File: src/rtl/ram_arbiter_pkg.sv
// Shared types for the two-requester RAM arbiter: requester port id, the
// read-return tag, and the default address width.
package saratoga;

  localparam int NUM_RAM_REQ            = 2;
  localparam int DEFAULT_RAM_ADDR_WIDTH = 10;

  typedef logic [$clog2(NUM_RAM_REQ)-1:0] arb_port_t;

  localparam arb_port_t PORT_M0 = 1'b0;  // core DBus
  localparam arb_port_t PORT_M1 = 1'b1;  // debug / DMA

  // Destination of the read issued in the previous cycle.
  typedef struct packed {
    logic      valid;
    arb_port_t port;
  } pend_tag_t;

endpackage

File: src/rtl/ram_arbiter_if.sv
// Bundle of requester and RAM-side signals for ram_arbiter. The arbiter uses
// the slave modport; requesters plus the RAM use the master modport.
interface ram_arbiter_if
  import saratoga::*;
#(
  parameter int ADDR_WIDTH      = DEFAULT_RAM_ADDR_WIDTH,
  parameter int STALL_CNT_WIDTH = 16
);
  logic                       m0_rd_en, m0_wr_en, m0_busy, m0_rd_valid;
  logic [ADDR_WIDTH-1:0]      m0_addr;
  logic [31:0]                m0_wr_data, m0_rd_data;
  logic [3:0]                 m0_wr_strobe;

  logic                       m1_rd_en, m1_wr_en, m1_busy, m1_rd_valid;
  logic [ADDR_WIDTH-1:0]      m1_addr;
  logic [31:0]                m1_wr_data, m1_rd_data;
  logic [3:0]                 m1_wr_strobe;

  logic                       ram_rd_en, ram_wr_en;
  logic [ADDR_WIDTH-1:0]      ram_addr;
  logic [31:0]                ram_wr_data, ram_rd_data;
  logic [3:0]                 ram_wr_strobe;

  logic [STALL_CNT_WIDTH-1:0] conflict_count;

  modport slave (
    input  m0_rd_en, m0_wr_en, m0_addr, m0_wr_data, m0_wr_strobe,
    input  m1_rd_en, m1_wr_en, m1_addr, m1_wr_data, m1_wr_strobe,
    input  ram_rd_data,
    output m0_busy, m0_rd_data, m0_rd_valid,
    output m1_busy, m1_rd_data, m1_rd_valid,
    output ram_rd_en, ram_wr_en, ram_addr, ram_wr_data, ram_wr_strobe,
    output conflict_count
  );

  modport master (
    output m0_rd_en, m0_wr_en, m0_addr, m0_wr_data, m0_wr_strobe,
    output m1_rd_en, m1_wr_en, m1_addr, m1_wr_data, m1_wr_strobe,
    output ram_rd_data,
    input  m0_busy, m0_rd_data, m0_rd_valid,
    input  m1_busy, m1_rd_data, m1_rd_valid,
    input  ram_rd_en, ram_wr_en, ram_addr, ram_wr_data, ram_wr_strobe,
    input  conflict_count
  );

endinterface

File: src/rtl/ram_arbiter_rr_arb2.sv
// Two-way combinational arbiter. Build with RAM_ARB_RR_EN for round-robin
// (last_grant state); otherwise port 0 has fixed priority and no state exists.
module rr_arb2
  import saratoga::*;
(
`ifdef RAM_ARB_RR_EN
  input  logic                   clk,
  input  logic                   rst_n,
`endif
  input  logic [NUM_RAM_REQ-1:0] req,
  output logic                   gnt_valid,
  output arb_port_t              gnt_port
);

`ifdef RAM_ARB_RR_EN
  arb_port_t last_grant;

  // NOTE: every variable assigned in always_comb gets a default first, so no
  // path can leave it unassigned and infer a latch.
  always_comb begin
    gnt_valid = |req;
    gnt_port  = PORT_M0;
    if (&req)       gnt_port = (last_grant == PORT_M0) ? PORT_M1 : PORT_M0;
    else if (req[1]) gnt_port = PORT_M1;
  end

  // Reset to port 1 so port 0 wins the first conflict.
  always_ff @(posedge clk or negedge rst_n) begin
    if (!rst_n)         last_grant <= PORT_M1;
    else if (gnt_valid) last_grant <= gnt_port;
  end
`else
  always_comb begin
    gnt_valid = |req;
    gnt_port  = (!req[0] && req[1]) ? PORT_M1 : PORT_M0;
  end
`endif

endmodule

File: src/rtl/ram_arbiter.sv
// Arbitrates two requesters onto one synchronous single-port RAM and routes
// read data back one cycle later. Optional macro: RAM_ARB_RR_EN (round-robin).
module ram_arbiter
  import saratoga::*;
#(
  parameter int ADDR_WIDTH      = DEFAULT_RAM_ADDR_WIDTH,
  parameter int STALL_CNT_WIDTH = 16
) (
  input  logic          clk,
  input  logic          rst_n,
  ram_arbiter_if.slave  bus
);

  logic [NUM_RAM_REQ-1:0]     req;
  logic                       gnt_valid, sel_m1, sel_rd, sel_wr;
  arb_port_t                  gnt_port;
  logic [ADDR_WIDTH-1:0]      sel_addr;
  logic [31:0]                sel_wr_data;
  logic [3:0]                 sel_wr_strobe;
  pend_tag_t                  pend;
  logic [STALL_CNT_WIDTH-1:0] conflict_cnt;

  assign req = {bus.m1_rd_en | bus.m1_wr_en, bus.m0_rd_en | bus.m0_wr_en};

  rr_arb2 u_arb (
`ifdef RAM_ARB_RR_EN
    .clk       (clk),
    .rst_n     (rst_n),
`endif
    .req       (req),
    .gnt_valid (gnt_valid),
    .gnt_port  (gnt_port)
  );

  // With no grant the mux falls back to m0, which keeps the idle bus quiet.
  assign sel_m1 = gnt_valid && (gnt_port == PORT_M1);

  always_comb begin
    sel_addr      = sel_m1 ? bus.m1_addr      : bus.m0_addr;
    sel_wr_data   = sel_m1 ? bus.m1_wr_data   : bus.m0_wr_data;
    sel_wr_strobe = sel_m1 ? bus.m1_wr_strobe : bus.m0_wr_strobe;
    sel_wr        = sel_m1 ? bus.m1_wr_en     : bus.m0_wr_en;
    sel_rd        = sel_m1 ? (bus.m1_rd_en & ~bus.m1_wr_en)
                           : (bus.m0_rd_en & ~bus.m0_wr_en);
  end

  assign bus.ram_rd_en     = gnt_valid & sel_rd;
  assign bus.ram_wr_en     = gnt_valid & sel_wr;
  assign bus.ram_addr      = sel_addr;
  assign bus.ram_wr_data   = sel_wr_data;
  assign bus.ram_wr_strobe = sel_wr_strobe;

  assign bus.m0_busy = req[0] & (gnt_port != PORT_M0);
  assign bus.m1_busy = req[1] & (gnt_port != PORT_M1);

  // NOTE: state registers use non-blocking assignment so every flop samples
  // the pre-edge values regardless of statement order.
  always_ff @(posedge clk or negedge rst_n) begin
    if (!rst_n) begin
      pend         <= '0;
      conflict_cnt <= '0;
    end else begin
      pend.valid <= bus.ram_rd_en;
      pend.port  <= gnt_port;
      if (&req && !(&conflict_cnt)) conflict_cnt <= conflict_cnt + STALL_CNT_WIDTH'(1);
    end
  end

  assign bus.m0_rd_valid = pend.valid && (pend.port == PORT_M0);
  assign bus.m1_rd_valid = pend.valid && (pend.port == PORT_M1);
  assign bus.m0_rd_data  = bus.m0_rd_valid ? bus.ram_rd_data : '0;
  assign bus.m1_rd_data  = bus.m1_rd_valid ? bus.ram_rd_data : '0;

  assign bus.conflict_count = conflict_cnt;

endmodule
File: src/flat_wrapper.sv
// flat-port wrapper written by rule: the top's interface ports become plain ports
module ram_arbiter_flat import saratoga::*;
#(
  parameter int ADDR_WIDTH      = DEFAULT_RAM_ADDR_WIDTH,
  parameter int STALL_CNT_WIDTH = 16
)
  (clk, rst_n, bus_m0_rd_en, bus_m0_wr_en, bus_m0_addr, bus_m0_wr_data, bus_m0_wr_strobe, bus_m1_rd_en, bus_m1_wr_en, bus_m1_addr, bus_m1_wr_data, bus_m1_wr_strobe, bus_ram_rd_data, bus_m0_busy, bus_m0_rd_data, bus_m0_rd_valid, bus_m1_busy, bus_m1_rd_data, bus_m1_rd_valid, bus_ram_rd_en, bus_ram_wr_en, bus_ram_addr, bus_ram_wr_data, bus_ram_wr_strobe, bus_conflict_count);
  ram_arbiter_if #(.ADDR_WIDTH(ADDR_WIDTH), .STALL_CNT_WIDTH(STALL_CNT_WIDTH)) bus_i ();
  input  logic clk;
  input  logic rst_n;
  input wire logic [$bits(bus_i.m0_rd_en)-1:0] bus_m0_rd_en;
  input wire logic [$bits(bus_i.m0_wr_en)-1:0] bus_m0_wr_en;
  input wire logic [$bits(bus_i.m0_addr)-1:0] bus_m0_addr;
  input wire logic [$bits(bus_i.m0_wr_data)-1:0] bus_m0_wr_data;
  input wire logic [$bits(bus_i.m0_wr_strobe)-1:0] bus_m0_wr_strobe;
  input wire logic [$bits(bus_i.m1_rd_en)-1:0] bus_m1_rd_en;
  input wire logic [$bits(bus_i.m1_wr_en)-1:0] bus_m1_wr_en;
  input wire logic [$bits(bus_i.m1_addr)-1:0] bus_m1_addr;
  input wire logic [$bits(bus_i.m1_wr_data)-1:0] bus_m1_wr_data;
  input wire logic [$bits(bus_i.m1_wr_strobe)-1:0] bus_m1_wr_strobe;
  input wire logic [$bits(bus_i.ram_rd_data)-1:0] bus_ram_rd_data;
  output wire logic [$bits(bus_i.m0_busy)-1:0] bus_m0_busy;
  output wire logic [$bits(bus_i.m0_rd_data)-1:0] bus_m0_rd_data;
  output wire logic [$bits(bus_i.m0_rd_valid)-1:0] bus_m0_rd_valid;
  output wire logic [$bits(bus_i.m1_busy)-1:0] bus_m1_busy;
  output wire logic [$bits(bus_i.m1_rd_data)-1:0] bus_m1_rd_data;
  output wire logic [$bits(bus_i.m1_rd_valid)-1:0] bus_m1_rd_valid;
  output wire logic [$bits(bus_i.ram_rd_en)-1:0] bus_ram_rd_en;
  output wire logic [$bits(bus_i.ram_wr_en)-1:0] bus_ram_wr_en;
  output wire logic [$bits(bus_i.ram_addr)-1:0] bus_ram_addr;
  output wire logic [$bits(bus_i.ram_wr_data)-1:0] bus_ram_wr_data;
  output wire logic [$bits(bus_i.ram_wr_strobe)-1:0] bus_ram_wr_strobe;
  output wire logic [$bits(bus_i.conflict_count)-1:0] bus_conflict_count;
  assign bus_i.m0_rd_en = bus_m0_rd_en;
  assign bus_i.m0_wr_en = bus_m0_wr_en;
  assign bus_i.m0_addr = bus_m0_addr;
  assign bus_i.m0_wr_data = bus_m0_wr_data;
  assign bus_i.m0_wr_strobe = bus_m0_wr_strobe;
  assign bus_i.m1_rd_en = bus_m1_rd_en;
  assign bus_i.m1_wr_en = bus_m1_wr_en;
  assign bus_i.m1_addr = bus_m1_addr;
  assign bus_i.m1_wr_data = bus_m1_wr_data;
  assign bus_i.m1_wr_strobe = bus_m1_wr_strobe;
  assign bus_i.ram_rd_data = bus_ram_rd_data;
  assign bus_m0_busy = bus_i.m0_busy;
  assign bus_m0_rd_data = bus_i.m0_rd_data;
  assign bus_m0_rd_valid = bus_i.m0_rd_valid;
  assign bus_m1_busy = bus_i.m1_busy;
  assign bus_m1_rd_data = bus_i.m1_rd_data;
  assign bus_m1_rd_valid = bus_i.m1_rd_valid;
  assign bus_ram_rd_en = bus_i.ram_rd_en;
  assign bus_ram_wr_en = bus_i.ram_wr_en;
  assign bus_ram_addr = bus_i.ram_addr;
  assign bus_ram_wr_data = bus_i.ram_wr_data;
  assign bus_ram_wr_strobe = bus_i.ram_wr_strobe;
  assign bus_conflict_count = bus_i.conflict_count;
  ram_arbiter #(.ADDR_WIDTH(ADDR_WIDTH), .STALL_CNT_WIDTH(STALL_CNT_WIDTH)) u_core (.clk(clk), .rst_n(rst_n), .bus(bus_i));
endmodule
File: config.mk
export PLATFORM = sky130hd
export DESIGN_NAME = ram_arbiter_flat
export DESIGN_NICKNAME = d
export VERILOG_FILES = /design/src/rtl/ram_arbiter_pkg.sv /design/src/rtl/ram_arbiter_if.sv /design/src/rtl/ram_arbiter_rr_arb2.sv /design/src/rtl/ram_arbiter.sv /design/src/flat_wrapper.sv
export SDC_FILE = /design/constraint.sdc
export NUM_CORES = 1
export LEC_CHECK = 0
export CORE_AREA = 2 2 102 104
export CTS_BUF_LIST = sky130_fd_sc_hd__clkbuf_2
export DETAILED_ROUTE_END_ITERATION = 8
export DIE_AREA = 0 0 104 106
export GPL_TIMING_DRIVEN = 1
export PLACE_DENSITY_LB_ADDON = 0.05
export REMOVE_ABC_BUFFERS = 1
export SLEW_MARGIN = 15
export SYNTH_ARGS = -nofsm -noshare
export SYNTH_HDL_FRONTEND = slang
export SYNTH_SLANG_ARGS = --single-unit
File: constraint.sdc
create_clock -name clk -period 1.89 [get_ports clk]
set_input_delay 0.378 -clock clk [delete_from_list [all_inputs] [get_ports clk]]
set_output_delay 0.378 -clock clk [all_outputs]
set_load 0.05 [all_outputs]
After elaboration in Yosys (flattened, before gate mapping)
Cells that the tools add are included.
Operators by class
  add/subtract/negate cells: 1
  $mul: 0
  divide/modulo/power cells: 0
  order comparisons: 0
  equal/unequal tests: 0
  shift operators: 0
  multiplexer cells: 8
  bitwise operators: 12
  reduce and logical (&&, ||, !) cells: 10
Operators with widths (number)
  32-bit two-way mux: 3
  16-bit by 1-bit adder with 16-bit output (second input constant): 1
  16-bit AND reduction: 1
  10-bit two-way mux: 1
  1-bit bitwise AND: 6
  1-bit logical AND: 5
  4-bit two-way mux: 1
  1-bit NOT: 4
  1-bit two-way mux: 3
  1-bit zero test: 2
  1-bit bitwise OR: 2
  2-bit AND reduction: 1
  2-bit OR reduction: 1
Word-level totals
  register bits after elaboration: 18
  bits in latches: 0
  RAM bits: 0
  bits in read-only memories: 0
  input port bits: 130
  output and inout port bits: 132
  word-level logic and storage cells: 34
  memories: 0

Logic depth before layout (Yosys ltp)
Gate-level depths: netlist of run 1.
  word-level depth: 7
  gate-level depth with buffers: 5

Hierarchy
A second synthesis of run 1 with hierarchy kept.
Second synthesis, totals
  cell total of the unflattened synthesis: 213
  area, all modules: 1898.1 um^2
By module, submodules not included
  ram_arbiter: instances 1, cells each 211, area each 1885.6 um^2
  rr_arb2: instances 1, cells each 2, area each 12.5 um^2

Least setup slack after synthesis of run 1
No wires, ideal clock.
  kind: reg2out
  from: register u_core.pend[1] in the netlist's numbering
  to: output bus_m0_rd_data[22]
  data arrival time: 1.754 ns
  required time: 1.512 ns
  path slack: -0.242 ns
  cell stages (with the launch flop): 4
  buffers on the path: 1
  path through: dfrtp_1 -> nor2b_1 -> clkbuf_1 -> and2_1
Between the ends
  word-level cells in the longest chain between the ends: 2
Ends and longest elaborated chain
  start: declaration: line ram_arbiter.sv:20  | pend_tag_t pend;
  1-bit logical AND: line ram_arbiter.sv:69  | assign bus.m0_rd_valid = pend.valid && (pend.port == PORT_M0);
  via bus_m0_rd_valid: line flat_wrapper.sv:24  | output wire logic [$bits(bus_i.m0_rd_valid)-1:0] bus_m0_rd_valid;
  32-bit two-way mux: line ram_arbiter.sv:71  | assign bus.m0_rd_data = bus.m0_rd_valid ? bus.ram_rd_data : '0;
  end: declaration: line flat_wrapper.sv:23  | output wire logic [$bits(bus_i.m0_rd_data)-1:0] bus_m0_rd_data;
The timed path passes the listed nets, and every way through them passes these cells.

Worst setup path after layout of run 1
  from: input bus_m1_rd_en
  to: output bus_ram_addr[2]
Between the ends
  word-level cells in the longest chain between the ends: 5
  elaborated cells on any way between the ends: 6
  classes of those cells: mux (2); bitwise (1); reduce/logical (3)
Ends and longest elaborated chain
  start: declaration: line flat_wrapper.sv:16  | input wire logic [$bits(bus_i.m1_rd_en)-1:0] bus_m1_rd_en;
  1-bit bitwise OR *: line ram_arbiter.sv:23  | assign req = {bus.m1_rd_en | bus.m1_wr_en, bus.m0_rd_en | bus.m0_wr_en};
  1-bit logical AND: line ram_arbiter_rr_arb2.sv:35  | gnt_port = (!req[0] && req[1]) ? PORT_M1 : PORT_M0;
  1-bit two-way mux: line ram_arbiter_rr_arb2.sv:35
  1-bit logical AND *: line ram_arbiter.sv:36  | assign sel_m1 = gnt_valid && (gnt_port == PORT_M1);
  10-bit two-way mux *: line ram_arbiter.sv:39  | sel_addr = sel_m1 ? bus.m1_addr : bus.m0_addr;
  end: declaration: line flat_wrapper.sv:30  | output wire logic [$bits(bus_i.ram_addr)-1:0] bus_ram_addr;
Mark *: on every way between the ends. The rest lies on a longest branch, timed or not.

==> results of run 1 <==
-- repair_timing --
item	CTS	global route
hold buffers	0	0
pin swaps	2	6
setup endpoints to repair	80	110
buffers inserted	9	0
resized for setup	132	53
gates cloned	5	3
-- worst min path at each step --
stage	startpoint	slack (ps)	end
final	rst_n	330	u_core.bus.conflict_count[4]
after global routing	rst_n	320	u_core.bus.conflict_count[4]
after CTS	rst_n	350	u_core.pend[0]
after detailed placement	u_core.bus.conflict_count[6]	490	u_core.bus.conflict_count[6]
after global placement	u_core.bus.conflict_count[9]	480	u_core.bus.conflict_count[9]
after floorplan	rst_n	80	u_core.bus.conflict_count[0]
-- state kept, by name, indices dropped and copies added (netlist names) --
name	flops
u_core.bus.conflict_count	16
u_core.pend	2
-- cells in the final DEF, fill, tap and decap left out, types with 15 or more instances in the layout --
master / instances
clkdlybuf4s50_1: 125
buf_12: 73
buf_8: 39
mux2_4: 37
and3_1: 36
buf_4: 34
and2_1: 19
dfrtp_1: 18
and2_4: 17
buf_6: 15
-- power by group through the flow --
stage | sequential, mW | combinational [mW] | clock, mW
2_1_floorplan | 0.834 | 0.800 | 0
3_3_place_gp | 0.548 | 2.03 | 0
3_5_place_dp | 0.553 | 2.04 | 0
4_1_cts | 0.543 | 2.26 | 0.179
5_1_grt | 0.559 | 2.41 | 0.206
6_report | 0.543 | 2.31 | 0.180
-- cells by family (layout without fill, tap and decap cells) --
logic type / Yosys count / in the layout / synth area share [%]
flops: 18 / 18 / 23.61
compound gates: 13 / 13 / 4.657
xor+xnor: 10 / 10 / 4.590
simple gates: 102 / 102 / 33.05
fa+ha+maj: 1 / 1 / 0.6556
mux: 49 / 49 / 29.11
other cells: 1 / 1 / 0.1965
buf+inv: 18 / 298 / 4.131
-- through the flow --
step / worst slack, ps / hold slack, ps
3_3_place_gp: -350.8 / 483.0
3_5_place_dp: -376.1 / 489.1
5_1_grt: -91.52 / 322.3
6_report: -14.12 / 330.9
2_1_floorplan: -2967 / 82.41
4_1_cts: -32.16 / 354.6
-- per-layer routing --
layer	GRT usage (%)	wire length [um]	vias to the layer above
met5	0	0	-
met4	3.185	125	0
met3	4.966	864	8
met2	40.74	6702	149
met1	22.64	4381	1311
li1	-	-	1315
-- area by class of cell --
type	count	share of cell area [%]
clock buffer	3	0.2457
clock inverter	1	0.06141
tap	136	2.784
multi-input combinational	176	25.90
inverter	2	0.1228
sequential	18	7.370
timing repair buffer	292	63.52
-- worst max-delay path, cell delays in order --
cell and delay [ps]:
buf_4 130, o21ai_4 150, buf_6 160, buf_12 120, buf_16 120, mux2_4 310, buf_8 150
==> impl_results.md, run 1 <==
- Util after Layout: 61.12%
- Grt total ovfl: 0
- Worst Reg-to-Reg Cells: 6
- Core area: 0.01000 sq mm
- Internal power: 1.603 mW
- Worst min-delay path class: input port to async pin
- Starting Density: 19.08%
- Yosys reg bits: 18
- LEAKAGE: 2.868 nW
- Crit path capture type: output pin
- Die width: 104 um
- Initial antenna violation count: 0
- Number of vias per cell: 4.432
- Via count: 2,783
- Total GRT Usage: 20.66%
- Placed cells: 611
- Ys Warns: 0
- Die Area: 0.01102 sq mm
- Fill count: 851
- Hpwl dp: 9.105 mm
- Max Clock Skew: 23.53 ps
- Placed Area: 0.005311 sq mm
- Final TNS setup: -119.3 ps
- Status: finished with violations
- R2r startpoint: u_core.bus.conflict_count[0]
- Root buffer cell: clkbuf_2
- Hold Fails Final Rpt: 0
- CTS tree: done
- Cell with the most instances after synthesis: mux2_2
- Critical path launch point: bus_m1_rd_en
- # diodes: 0
- Fin worst setup slack: -14.12 ps
- Nets: 624
- Final worst path period need: 1904 ps
- Async SR Flop Fraction: 100.0%
- Pre-antenna DRT Iters: 6
- IO Count: 262
- Die Y-Extent: 106 um
- Gate Count Post-Synth: 212
- Clock network power share: 5.9%
- Clk buf depth: 2
- Failing checks: setup timing
- CTS H-tree depth: 1
- Multi-input combinational cell area: 0.001583 sq mm
- Ranking of synthesized cells by area: mux2_2, dfrtp_1, and2_1
- Clock Latency Late Sink: 340 ps
- Clock Sinks: 18
- Final setup vio count: 10
- CP Class: input port to output pin
- Fmax: 0.5252 GHz
- Final wirelength: 12.07 mm
- Period utilization: 100.7%
- Crit path launch type: input port
- Register area: 450.4 sq um
- EDFF count, synth: 0
- Synth top area share: 28.33%
- Rows: 37
- P_sw: 1.433 mW
- Switching part of the total power: 47.21%
- Port bufs: 260
- Fin cells: 628
- DR DRC count: 0
- DR WL/cell: 19.23 um
- Main synth FF type: dfrtp_1
- CP Max Fanout: 5
- Gp weighted congestion: 0.7700
- Mapped Avg Cell Area: 9.000 sq um
- CTS buffer count: 3
- Number of global-route vias before repair: 3,012
- RSZ-0062 raised after global routing: true
- Clock-pin slew on the worst setup and hold paths: 200 ps
- Share of layout cells above drive strength 1: 49.19%
- Worst vdd ir: 0.3792 mV
- Number of distinct library cells after synthesis: 33
- Comb power frac: 76.2%
- First-pass GRT wire length: 17.80 mm
- Largest net degree at the start of global routing: 34
- Design area: 0.006112 sq mm
- Max-cap violation count: 0
- Post-route ant nets: 0
- Power per standard cell area: 496.6 mW/mm^2
- Commonest cells post-synth: mux2_2, and2_1, and3_1
- WP data required: 1510 ps
- Area delta synth->final: 220.3%
- CP Data Arrival Time: 1530 ps
- RR Endpoint: u_core.bus.conflict_count[14]
- R2R Setup Slk: 150 ps
- Largest area contributor in the netlist: mux2_2
- Slew Viols, Final: 0
- Post-Syn Area: 0.001908 sq mm
- Setup crit end: bus_ram_addr[2]
- Overall Power: 3.036 mW
- Reg power frac: 17.9%
- 1st-iter DRT viols: 86
- Sequential fraction of the synthesis area: 23.61%
No activity file was read; power rests on OpenSTA's default activity.
==> run 2: changes to the inputs <==
- GPL_ROUTABILITY_DRIVEN: not set -> 0
==> results of run 2 <==
The final DEF is identical to that of run 1; final timing and power are the same.
==> run 3: changes to the inputs <==
- CELL_PAD_IN_SITES_DETAIL_PLACEMENT: not set -> 0
- CELL_PAD_IN_SITES_GLOBAL_PLACEMENT: not set -> 2
- CORE_AREA: 2 2 102 104 -> not set
- CORE_UTILIZATION: not set -> 10
- DIE_AREA: 0 0 104 106 -> not set
- clock period: 1.89 -> 1.7 ns (I/O delays scaled with it)
==> impl_results.md, run 3 (same netlist as run 1, synthesis figures left out) <==
- WL met1: 3.940 mm
- Worst min-delay path class: input port to async pin
- Critical-path cell with the highest stage delay: mux2_4
- First-pass GRT wire length: 18.81 mm
- Clock Sinks: 18
- Slew Viols, Final: 0
- Clock-pin slew on the worst setup and hold paths: 190 ps
- Die Area: 0.01964 sq mm
- 1st-iter DRT viols: 56
- Final worst path period need: 1836 ps
- Root buffer cell: clkbuf_2
- Rows: 50
- Area delta synth->final: 235.8%
- RSZ-0062 raised after global routing: true
- Fmax: 0.5445 GHz
- Die Y-Extent: 140.1 um
- DR DRC count: 0
- Worst vdd ir: 0.2582 mV
- CTS buffer count: 3
- Status: finished with violations
- CTS tree: done
- Crit-path cells: buf_8 -> nor2_4 -> o21ai_4 -> buf_12 -> buf_12 -> buf_16 -> mux2_4 -> buf_8
- Met3 routed WL: 931 um
- Pre-antenna DRT Iters: 4
- Crit path launch type: input port
- Port bufs: 260
- Max Clock Skew: 9.966 ps
- Number of vias per cell: 3.804
- Total GRT Usage: 12.76%
- Hpwl dp: 10.32 mm
- Period utilization: 108.0%
- Util after Layout: 34.25%
- Fin worst setup slack: -136.5 ps
- CP Max Fanout: 8
- Max FFs per register: 16
- Hold Fails Final Rpt: 0
- CP Data Arrival Time: 1500 ps
- DP Worst Slack: -566.7 ps
- Grt total ovfl: 0
- Initial antenna violation count: 1
- Via count: 2,792
- Top layer in use: met4
- Share of layout cells above drive strength 1: 53.11%
- Largest net degree at the start of global routing: 34
- IO Count: 262
- Crit path capture type: output pin
- Power per standard cell area: 561.1 mW/mm^2
- Core area: 0.01871 sq mm
- Failing checks: setup timing
- Overall Power: 3.595 mW
- Fin cells: 734
- Commonest non-fill, non-tap cell in the layout: clkdlybuf4s50_1
- CP Class: input port to output pin
- Post-route ant nets: 0
- Routed wl met2: 7.928 mm
- Max-cap violation count: 0
- Clk buf depth: 2
- LEAKAGE: 2.924 nW
- DR WL/cell: 17.50 um
- WHS: 334.6 ps
- Most frequent cells in the layout: clkdlybuf4s50_1, buf_12, and3_1
- Placed cells: 720
- CTS H-tree depth: 1
- Die width: 140.1 um
- Crit-path max cell delay: 310 ps
- WP data required: 1360 ps
- Clock Latency Late Sink: 310 ps
- Number of global-route vias before repair: 3,052
- Final wirelength: 12.85 mm
- Final setup vio count: 110
- Starting Density: 10.20%
- Nets: 631
[run 3: report_power, final]
group	internal, mW	total (mW)	switching, mW
Sequential	0.517	0.605	0.0881
Combinational	1.39	2.80	1.40
Clock	0.0512	0.195	0.144
Total	1.96	3.60	1.63
[run 3: metrics by stage]
step | area, sq um | setup TNS [ps]
after global placement | 5704 | -24830
after detailed placement | 5704 | -26190
after floorplan | 1837 | -185750
final | 6407 | -7014
after global routing | 6407 | -16320
after CTS | 6381 | -15330
[run 3: layer usage]
layer,vias to the layer above,track usage (%)
li1,1331,-
met1,1324,11.60
met2,135,27.63
met3,2,3.282
met4,0,2.313
met5,-,0
[run 3: cell type report]
| class | instances | area, sq um |
|---|---|---|
| fillers | 1897 | 12300 |
| repair buffers | 299 | 4036 |
| multi-input cells | 176 | 1599 |
| flip-flops and latches | 18 | 450.4 |
| well taps | 234 | 292.8 |
| clock buffers | 3 | 15.01 |
| inverters | 2 | 7.507 |
| clock inverters | 1 | 3.754 |
| diodes | 1 | 2.502 |
[run 3: worst paths after layout]
path / from / to / slack [ps] / depth (start not counted)
hold reg to reg: u_core.bus.conflict_count[6] / u_core.bus.conflict_count[6] / 520 / 1
setup / recovery: bus_m0_rd_en / bus_ram_addr[8] / -140 / 8
setup reg to reg: u_core.bus.conflict_count[6] / u_core.bus.conflict_count[1] / 140 / 4
min in group clk: u_core.bus.conflict_count[6] / u_core.bus.conflict_count[6] / 520 / 1
max in group asynchronous: rst_n / u_core.bus.conflict_count[2] / 1160 / 2
hold / removal: rst_n / u_core.bus.conflict_count[10] / 330 / 2
[run 3: timing repair]
item,in CTS,in global routing
pin swaps,2,1
resized for setup,167,13
gates cloned,3,1
endpoints found under the hold margin,0,0
setup endpoints to repair,115,118
buffers inserted,7,2
hold buffers,0,0
[run 3: critical path: cells and delay by family]
kind,cells,cell delay (ps)
buf+inv,5,650
mux,1,310
simple gates,1,110
compound gates,1,70
